## config.mk

```make
export PLATFORM = sky130hd
export DESIGN_NAME = circle_span_gen
export DESIGN_NICKNAME = d
export VERILOG_FILES = /design/src/rtl/circle_span_gen.sv
export SDC_FILE = /design/constraint.sdc
export NUM_CORES = 1
export LEC_CHECK = 0
export ABC_AREA = 1
export CAP_MARGIN = 30
export CORE_UTILIZATION = 50
export CTS_CLUSTER_DIAMETER = 30
export DETAILED_ROUTE_END_ITERATION = 8
export PLACE_DENSITY = 0.71
export SLEW_MARGIN = 5
export SYNTH_ARGS = -nofsm -noshare
export SYNTH_HDL_FRONTEND = slang
export SYNTH_SLANG_ARGS = --single-unit
```

## constraint.sdc

```tcl
create_clock -name i_clock -period 10.91 [get_ports i_clock]
set_input_delay 3.273 -clock i_clock [delete_from_list [all_inputs] [get_ports i_clock]]
set_output_delay 3.273 -clock i_clock [all_outputs]
set_load 0.02 [all_outputs]
```

## src/rtl/circle_span_gen.sv

```systemverilog
// rtl/circle_span_gen.sv - midpoint circle rasteriser streaming outline points or fill spans
module circle_span_gen #(
    parameter int WIDTH        = 32,
    parameter bit FILL_DEFAULT = 1'b0
) (
    input  logic                    i_clock,
    input  logic                    i_reset_n,
    input  logic                    i_start,
    input  logic signed [WIDTH-1:0] i_s_x,
    input  logic signed [WIDTH-1:0] i_s_y,
    input  logic signed [WIDTH-1:0] i_radius,
    input  logic                    i_mode,
    input  logic                    i_ready,
    output logic                    o_valid,
    output logic signed [WIDTH-1:0] o_out0,
    output logic signed [WIDTH-1:0] o_out1,
    output logic signed [WIDTH-1:0] o_out2,
    output logic                    o_done,
    output logic                    o_busy
);

    typedef enum logic [2:0] {
        S_IDLE,
        S_EMIT,
        S_STEP,
        S_REJECT,
        S_DONE
    } state_t;

    state_t                  r_state;
    state_t                  w_state_next;
    logic signed [WIDTH-1:0] r_cx;
    logic signed [WIDTH-1:0] r_cy;
    logic signed [WIDTH-1:0] r_x;
    logic signed [WIDTH-1:0] r_y;
    logic signed [WIDTH+1:0] r_d;
    logic                    r_mode;
    logic [2:0]              r_k;

    logic signed [WIDTH-1:0] w_y_inc;
    logic signed [WIDTH-1:0] w_x_dec;
    logic signed [WIDTH-1:0] w_x_step;
    logic signed [WIDTH+1:0] w_y_ext;
    logic signed [WIDTH+1:0] w_x_ext;
    logic signed [WIDTH+1:0] w_d_step;
    logic signed [WIDTH+1:0] w_d_init;
    logic                    w_d_neg;
    logic                    w_continue;
    logic [2:0]              w_k_last;
    logic                    w_last;
    logic                    w_swap;
    logic signed [WIDTH-1:0] w_a;
    logic signed [WIDTH-1:0] w_b;

    // Step arithmetic: y advances first, then x and d use the advanced values.
    assign w_y_inc    = r_y + 1'b1;
    assign w_x_dec    = r_x - 1'b1;
    assign w_d_neg    = r_d[WIDTH+1];
    assign w_x_step   = w_d_neg ? r_x : w_x_dec;
    assign w_y_ext    = {{2{w_y_inc[WIDTH-1]}}, w_y_inc};
    assign w_x_ext    = {{2{w_x_dec[WIDTH-1]}}, w_x_dec};
    assign w_d_step   = w_d_neg ? (r_d + (w_y_ext <<< 1) + (WIDTH+2)'(1))
                                : (r_d + ((w_y_ext - w_x_ext) <<< 1) + (WIDTH+2)'(1));
    assign w_continue = (w_x_step >= w_y_inc);
    assign w_d_init   = (WIDTH+2)'(1) - {{2{i_radius[WIDTH-1]}}, i_radius};

    assign w_k_last = r_mode ? 3'd3 : 3'd7;
    assign w_last   = (r_k == w_k_last);

    // Second half of each step's outputs swaps the roles of x and y.
    assign w_swap = r_mode ? r_k[1] : r_k[2];
    assign w_a    = w_swap ? r_y : r_x;
    assign w_b    = w_swap ? r_x : r_y;

    always_ff @(posedge i_clock) begin
        if (!i_reset_n) begin
            r_state <= S_IDLE;
        end else begin
            r_state <= w_state_next;
        end
    end

    always_comb begin
        w_state_next = r_state;
        case (r_state)
            S_IDLE: begin
                if (i_start) begin
                    w_state_next = i_radius[WIDTH-1] ? S_REJECT : S_EMIT;
                end
            end
            S_EMIT: begin
                if (i_ready && w_last) begin
                    w_state_next = S_STEP;
                end
            end
            S_STEP:   w_state_next = w_continue ? S_EMIT : S_DONE;
            S_REJECT: w_state_next = S_DONE;
            S_DONE:   w_state_next = S_IDLE;
            default:  w_state_next = S_IDLE;
        endcase
    end

    always_ff @(posedge i_clock) begin
        if (!i_reset_n) begin
            r_cx   <= '0;
            r_cy   <= '0;
            r_x    <= '0;
            r_y    <= '0;
            r_d    <= '0;
            r_mode <= FILL_DEFAULT;
            r_k    <= '0;
        end else begin
            case (r_state)
                S_IDLE: begin
                    if (i_start) begin
                        r_cx   <= i_s_x;
                        r_cy   <= i_s_y;
                        r_x    <= i_radius;
                        r_y    <= '0;
                        r_d    <= w_d_init;
                        r_mode <= i_mode;
                        r_k    <= '0;
                    end
                end
                S_EMIT: begin
                    if (i_ready) begin
                        r_k <= w_last ? 3'd0 : r_k + 3'd1;
                    end
                end
                S_STEP: begin
                    r_y <= w_y_inc;
                    r_x <= w_x_step;
                    r_d <= w_d_step;
                    r_k <= '0;
                end
                default: begin
                end
            endcase
        end
    end

    always_comb begin
        o_valid = (r_state == S_EMIT);
        o_busy  = (r_state == S_EMIT) || (r_state == S_STEP) || (r_state == S_REJECT);
        o_done  = (r_state == S_DONE);
        o_out0  = '0;
        o_out1  = '0;
        o_out2  = '0;
        if (r_state == S_EMIT) begin
            if (r_mode) begin
                o_out0 = r_cx - w_a;
                o_out2 = r_cx + w_a;
                o_out1 = r_k[0] ? (r_cy - w_b) : (r_cy + w_b);
            end else begin
                o_out0 = r_k[0] ? (r_cx - w_a) : (r_cx + w_a);
                o_out1 = r_k[1] ? (r_cy - w_b) : (r_cy + w_b);
                o_out2 = o_out0;
            end
        end
    end

endmodule

```

# After elaboration in Yosys (flattened, before gate mapping)

Index checks and enable logic that the tools add are counted.

Word-level logic and storage cells: 70
Register bits: 169
Output and inout port bits: 99

Multiplexer cells: 30
Equality and inequality tests: 8
Reduce and logical (&&, ||, !) cells: 10
$lt $le $gt $ge: 1
$add $sub $neg: 13

Operators by type and width:

| kind                                                                 | number |
|---|---|
| 32-bit two-way mux                                                   | 14 |
| 32-bit case mux with 2 select lines                                  | 2 |
| 34-bit by 2-bit adder with 34-bit output, second input constant      | 2 |
| 34-bit two-way mux                                                   | 2 |
| 34-bit case mux with 2 select lines                                  | 1 |
| 32-bit adder                                                         | 2 |
| 32-bit subtractor                                                    | 2 |
| 34-bit by 33-bit adder with 34-bit output                            | 1 |
| 34-bit adder                                                         | 1 |
| 2-bit by 32-bit subtractor with 33-bit output, first input constant  | 1 |
| 32-bit by 32-bit subtractor with 33-bit output                       | 1 |
| 32-bit by 1-bit adder with 32-bit output, second input constant      | 1 |
| 32-bit greater-or-equal comparator                                   | 1 |
| 32-bit by 1-bit subtractor with 32-bit output, second input constant | 1 |
| 3-bit two-way mux                                                    | 7 |
| 3-bit case mux with 4 select lines                                   | 1 |
| 3-bit case mux with 3 select lines                                   | 1 |
| 3-bit by 2-bit == test with 1-bit output, second input constant      | 2 |
| 2-bit AND reduction                                                  | 3 |
| 2-bit != test, second input constant                                 | 2 |
| 3-bit by 1-bit adder with 3-bit output, second input constant        | 1 |
| 3-bit by 1-bit == test with 1-bit output, second input constant      | 1 |
| 3-bit == test                                                        | 1 |
| 3-bit == test, second input constant                                 | 1 |
| 9 further kinds                                                      | 10 |

# Depth between registers and ports, before layout

Depth after elaboration: 6
Mapped depth: 43
Depth with buffers taken out: 42

# Worst setup path before layout

OpenSTA, ideal clock, no wires.

Path type: register to output
From: register r_mode
To: output port o_out0[24]
Arrival time: 3.803 ns
Stages on the path, launching flop included: 23
Setup slack: 3.834 ns
Path buffers: 3
Cells stage by stage: dfxtp_1 -> inv_1 -> nand2_1 -> o21a_1 -> clkbuf_1 -> clkbuf_1 -> clkbuf_1 -> nand2_1 -> o21ai_0 -> ha_1 -> inv_1 -> fa_1 -> nor3_1 -> nor2_1 -> o21bai_1 -> a21boi_1 -> o21ai_1 -> nand2_1 -> o211ai_1 -> nand3_1 -> nand3_1 -> nand2_1 -> nor2_1

Cells in the longest elaborated chain, start to end: 6
Elaborated cells on any way between the ends: 7
Classes of those cells: 2 x add/sub; 5 x mux

RTL lines:

| item                                              | line     | RTL |
|---|---|---|
| from (decl)                                       | 37       | `logic r_mode;` |
| from (signal assigned)                            | 121      | `r_mode <= i_mode;` |
| 1-bit two-way mux                                 | 71       | `assign w_swap = r_mode ? r_k[1] : r_k[2];` |
| 32-bit two-way mux                                | 72       | `assign w_a = w_swap ? r_y : r_x;` |
| 32-bit adder or 32-bit subtractor (tied branches) | 155, 151 |  |
| 32-bit two-way mux                                | 155      | `o_out0 = r_k[0] ? (r_cx - w_a) : (r_cx + w_a);` |
| 32-bit two-way mux *                              | 150      | `if (r_mode) begin` |
| 32-bit two-way mux *                              | 149      | `if (r_state == S_EMIT) begin` |
| to (decl)                                         | 15       | `output logic signed [WIDTH-1:0] o_out0,` |

Mark *: on every way between the ends. The rest lies on a longest branch, timed or not.

# Worst setup path in the final report

From: register r_mode
To: output port o_out2[29]

Cells in the longest elaborated chain, start to end: 6
Elaborated cells on any way between the ends: 7
Classes of those cells: 2 x add/sub; 5 x mux

RTL lines:

| item                                              | line     | RTL |
|---|---|---|
| 1-bit two-way mux                                 | 71       |  |
| 32-bit two-way mux                                | 72       |  |
| 32-bit adder or 32-bit subtractor (tied branches) | 152, 155 |  |
| 32-bit two-way mux                                | 155      |  |
| 32-bit two-way mux *                              | 150      |  |
| 32-bit two-way mux *                              | 149      |  |
| to (decl)                                         | 17       | `output logic signed [WIDTH-1:0] o_out2,` |

Marks and branches as above.

==> summary.log <==
qor: run_status.status completed
qor: synth.synth_enable_flop_cells 0
qor: sta.finalClockSkew 0.0162 ns
qor: synth.ys_types 65
qor: detailed_routing.dr.first_iter.drc_count 2,677
qor: critical_path.critical_path.max_stage_delay 0.72 ns
qor: layout.drive_above_1_share 0.0377
qor: critical_path.ff2ff_path_depth 33
qor: layout.post_layout_nonfiller_instances 5,040
qor: pwr.power_density 318 nW/um2
qor: detailed_routing.dr.pass1.iters 6
qor: floorplan.fp.coreArea 49,100 um2
qor: critical_path.critical_path_cell_by_cell inv_2 > nand2_1 > o21a_4 > buf_4 > o21ai_0 > ha_1 > inv_1 > a21oi_1 > o21ai_0 > a21oi_1 > nor2_1 > a2111oi_0 > nand3_1 > nand3_1 > o21ai_0 > nand2_1 > o211ai_1 > inv_1 > clkdlybuf4s50_1
qor: layout.final.fill_count 5,219
qor: detailed_routing.antenna_left 0
qor: clocking.clk_transition_reported_paths 0.07 ns
qor: place.globalplace.congestion 0.982
qor: sta.fmax 0.109 GHz
qor: synth.syn-mean-instance-area 5.84 um2
qor: hold_path.worst_hold_path_type flop to flop
qor: layout.layout.cells.most_common_list 969 x sky130_fd_sc_hd__nand2_1, 554 x sky130_fd_sc_hd__nor2_1, 538 x sky130_fd_sc_hd__inv_1
qor: sta.report.final.hold_viol_count 0
qor: sta.worst-slew-pin-transition 1.01 ns
qor: place.portBuffers 199
qor: floorplan.chipHeight 225 um
qor: place.dp_worst_setup_slack 2.36 ns
qor: layout.mostFrequentLayoutCell sky130_fd_sc_hd__nand2_1
qor: critical_path.critical_path.reg2reg.endpoint r_d[33]
qor: critical_path.worst_path_max_delay_cell sky130_fd_sc_hd__dfxtp_1
qor: pwr.vdd_drop_max 0.000285 V
qor: place.placed_cells 5,007
qor: critical_path.critPathCaptureType output pin
qor: critical_path.critical_path.startpoint_type flop
qor: floorplan.fp.dieW 225 um
qor: detailed_routing.wirelength 94.7 mm
qor: synth.postSynthRegisterBits 169
qor: hold_path.min_delay_worst_endpoint r_k[2]
qor: synth.postSynth.topFlopCell sky130_fd_sc_hd__dfxtp_1
qor: grt.pin_count_of_the_biggest_net_entering_global_routing 93
qor: sta.final_min_period_over_clock_period 0.839
qor: critical_path.r2r_start r_y[0]
qor: sta.setup_violations 0
qor: clocking.clock_path_buffers 2
qor: clocking.cts_root_buffer sky130_fd_sc_hd__clkbuf_16
qor: critical_path.critical_path.max_fanout 81
qor: synth.synth_async_sr_flop_share 0
qor: layout.syn2layout_area_growth 12.4%
qor: sta.layout_min_cycle_time 9.15 ns
qor: detailed_routing.detailroute.via_count 28,500
qor: floorplan.fp.dieArea 50,700 um2
qor: clocking.cts_tree done
qor: synth.synthesis.area 24,900 um2
qor: pwr.leakage_power 13.2 nW
qor: critical_path.path_class flop to output pin
qor: synth.ys.warnings.count 0
qor: floorplan.std_cell_rows 81
qor: sta.post-route-worst-setup-slack 1.76 ns
qor: clocking.clock_tree.htree_level_count 4
qor: sta.slew_headroom 0.323
qor: sta.final.setup.tns 0 ns
qor: synth.seq_area_frac_synth 0.136
qor: sta.timing_max_transition_violations_final 0
qor: floorplan.start_util 0.508
qor: sta.timing.hold.ws 0.498 ns
qor: clocking.cts_repair_resize_count 0
qor: grt.initial_antenna_violation_count 1
qor: grt.groute.usage.overall 0.369
qor: clocking.cts_num_sinks 169
qor: layout.antenna-diode-count 0
qor: grt.globalRouteOverflowTotal 0
qor: critical_path.arrival 5.88 ns
qor: flow_run.cap_violations 0
qor: layout.finish.net_count 4,758
qor: clocking.post-cts-setup-buffer-count 0
qor: hold_path.hold_depth 2
qor: clocking.numCtsBuffers 17
qor: clocking.postCtsHoldBufs 0
qor: detailed_routing.post-route-drc-count 0
qor: detailed_routing.post_drt_via_cell_ratio 5.66
qor: critical_path.required 7.64 ns
qor: detailed_routing.routed_wire_length_per_instance 18.8 um
qor: synth.synthesis.nets 4,659
qor: sta.grt_setup_unrepaired false
qor: grt.grt_pass1_vias 26,300
qor: synth.syn-instance-count 4,264
qor: clocking.worstSkewPairLatency 0.52 ns
qor: grt.grt_pass1_wl 145 mm
qor: critical_path.regToRegSetupSlack 4.76 ns
qor: critical_path.critical_path_s_most_frequent_cell sky130_fd_sc_hd__o21ai_0
qor: hold_path.hold_path.startpoint r_k[2]
qor: floorplan.io-pin-count 200
qor: place.dpl.hpwl 76.6 mm
-- cells in the mapped netlist, types with 9 or more instances --
cell type                   count  area (um2)
sky130_fd_sc_hd__a21boi_0      13        97.6
sky130_fd_sc_hd__a21o_1        17         128
sky130_fd_sc_hd__a21oi_1      399        2000
sky130_fd_sc_hd__a221oi_1      13         114
sky130_fd_sc_hd__a31oi_1       50         313
sky130_fd_sc_hd__buf_2         10        50.1
sky130_fd_sc_hd__clkbuf_1     122         458
sky130_fd_sc_hd__dfxtp_1      169        3380
sky130_fd_sc_hd__ha_1         287        3590
sky130_fd_sc_hd__inv_1        539        2020
sky130_fd_sc_hd__inv_2         15        56.3
sky130_fd_sc_hd__nand2_1      969        3640
sky130_fd_sc_hd__nand2_2       14        87.6
sky130_fd_sc_hd__nand3_1      198         991
sky130_fd_sc_hd__nand3_2        9        90.1
sky130_fd_sc_hd__nand4_1       44         275
sky130_fd_sc_hd__nor2_1       557        2090
sky130_fd_sc_hd__nor2_2        11        68.8
sky130_fd_sc_hd__nor2_4        13         146
sky130_fd_sc_hd__nor3_1        57         285
sky130_fd_sc_hd__nor4_1        21         131
sky130_fd_sc_hd__o2111ai_1      9        78.8
sky130_fd_sc_hd__o211ai_1      25         188
sky130_fd_sc_hd__o21a_1        15         113
sky130_fd_sc_hd__o21ai_0      398        1990
sky130_fd_sc_hd__o21ai_1       12        60.1
sky130_fd_sc_hd__o21bai_1      35         263
sky130_fd_sc_hd__o221ai_1      10        87.6
sky130_fd_sc_hd__or2_2          9        56.3
sky130_fd_sc_hd__xnor2_1       32         280
sky130_fd_sc_hd__xor2_1       110         963
-- stage by stage --
stage	area (um2)	util	power, mW
3_5_place_dp	27400	0.558	8.05
5_1_grt	28000	0.571	9.74
4_1_cts	28000	0.570	8.78
2_1_floorplan	24900	-	6.03
3_3_place_gp	27400	0.558	8.04
6_report	28000	0.571	8.91
-- critical path, delay by kind of cell (launching register included) --
| kind | cells | cell delay, ns |
|---|---|---|
| adders and majority gates | 1 | 0.41 |
| DFF | 1 | 0.72 |
| AOI/OAI and AO/OA | 8 | 2.22 |
| and+or+nand+nor | 5 | 0.64 |
| buffers and inverters | 5 | 1.37 |
-- kinds of logic (layout without fill, tap and decap cells) --
family                   count (synthesis)  after routing  share of synthesized area
multiplexers                             3              3                    0.00126
adder cells (fa/ha/maj)                294            294                      0.150
AND/OR/NAND/NOR                       1926           1926                      0.326
buffers and inverters                  701            813                      0.107
XOR/XNOR                               143            143                     0.0506
flip-flops                             169            169                      0.136
AO/OA/AOI/OAI                         1028           1028                      0.229
-- state kept, by name, summed over array words and instances (netlist names) --
signal	count
r_y	32
r_cy	32
r_d	34
r_k	3
r_mode	1
r_x	32
r_cx	32
r_state	3
-- worst max-delay path by stage --
stage / end / cells after the start / slack [ns] / startpoint
detailed placement: o_out2[29] / 19 / 2.36 / r_mode
finish: o_out2[29] / 19 / 1.76 / r_mode
global placement: o_out2[29] / 19 / 2.46 / r_mode
floorplan: o_out0[24] / 22 / 3.83 / r_mode
global route: o_out2[29] / 19 / 1.27 / r_mode
CTS: o_out2[29] / 19 / 1.79 / r_mode
-- where the power goes --
group / total, mW / internal (mW) / switching [mW] / leakage (nW)
Combinational: 7.16 / 2.37 / 4.79 / 11.5
Sequential: 1.06 / 0.793 / 0.264 / 1.39
Clock: 0.688 / 0.370 / 0.318 / 0.295
Total: 8.91 / 3.53 / 5.37 / 13.2
-- area by class of cell --
cell class	count	area, um2	share of cell area
clock buffers	20	447	0.0160
clock inverters	12	164	0.00586
repair buffers	225	2180	0.0780
multi-input cells	3394	18900	0.675
flip-flops and latches	169	3380	0.121
well taps	664	831	0.0297
inverters	556	2090	0.0746
-- metal layers --
metal | up-vias | wire (um) | GRT usage
met5 | - | 0 | 0
li1 | 14300 | - | -
met4 | 0 | 3440 | 0.140
met1 | 13000 | 42900 | 0.491
met3 | 154 | 6170 | 0.0506
met2 | 1083 | 42200 | 0.601
No activity file was read; power rests on OpenSTA's default activity.
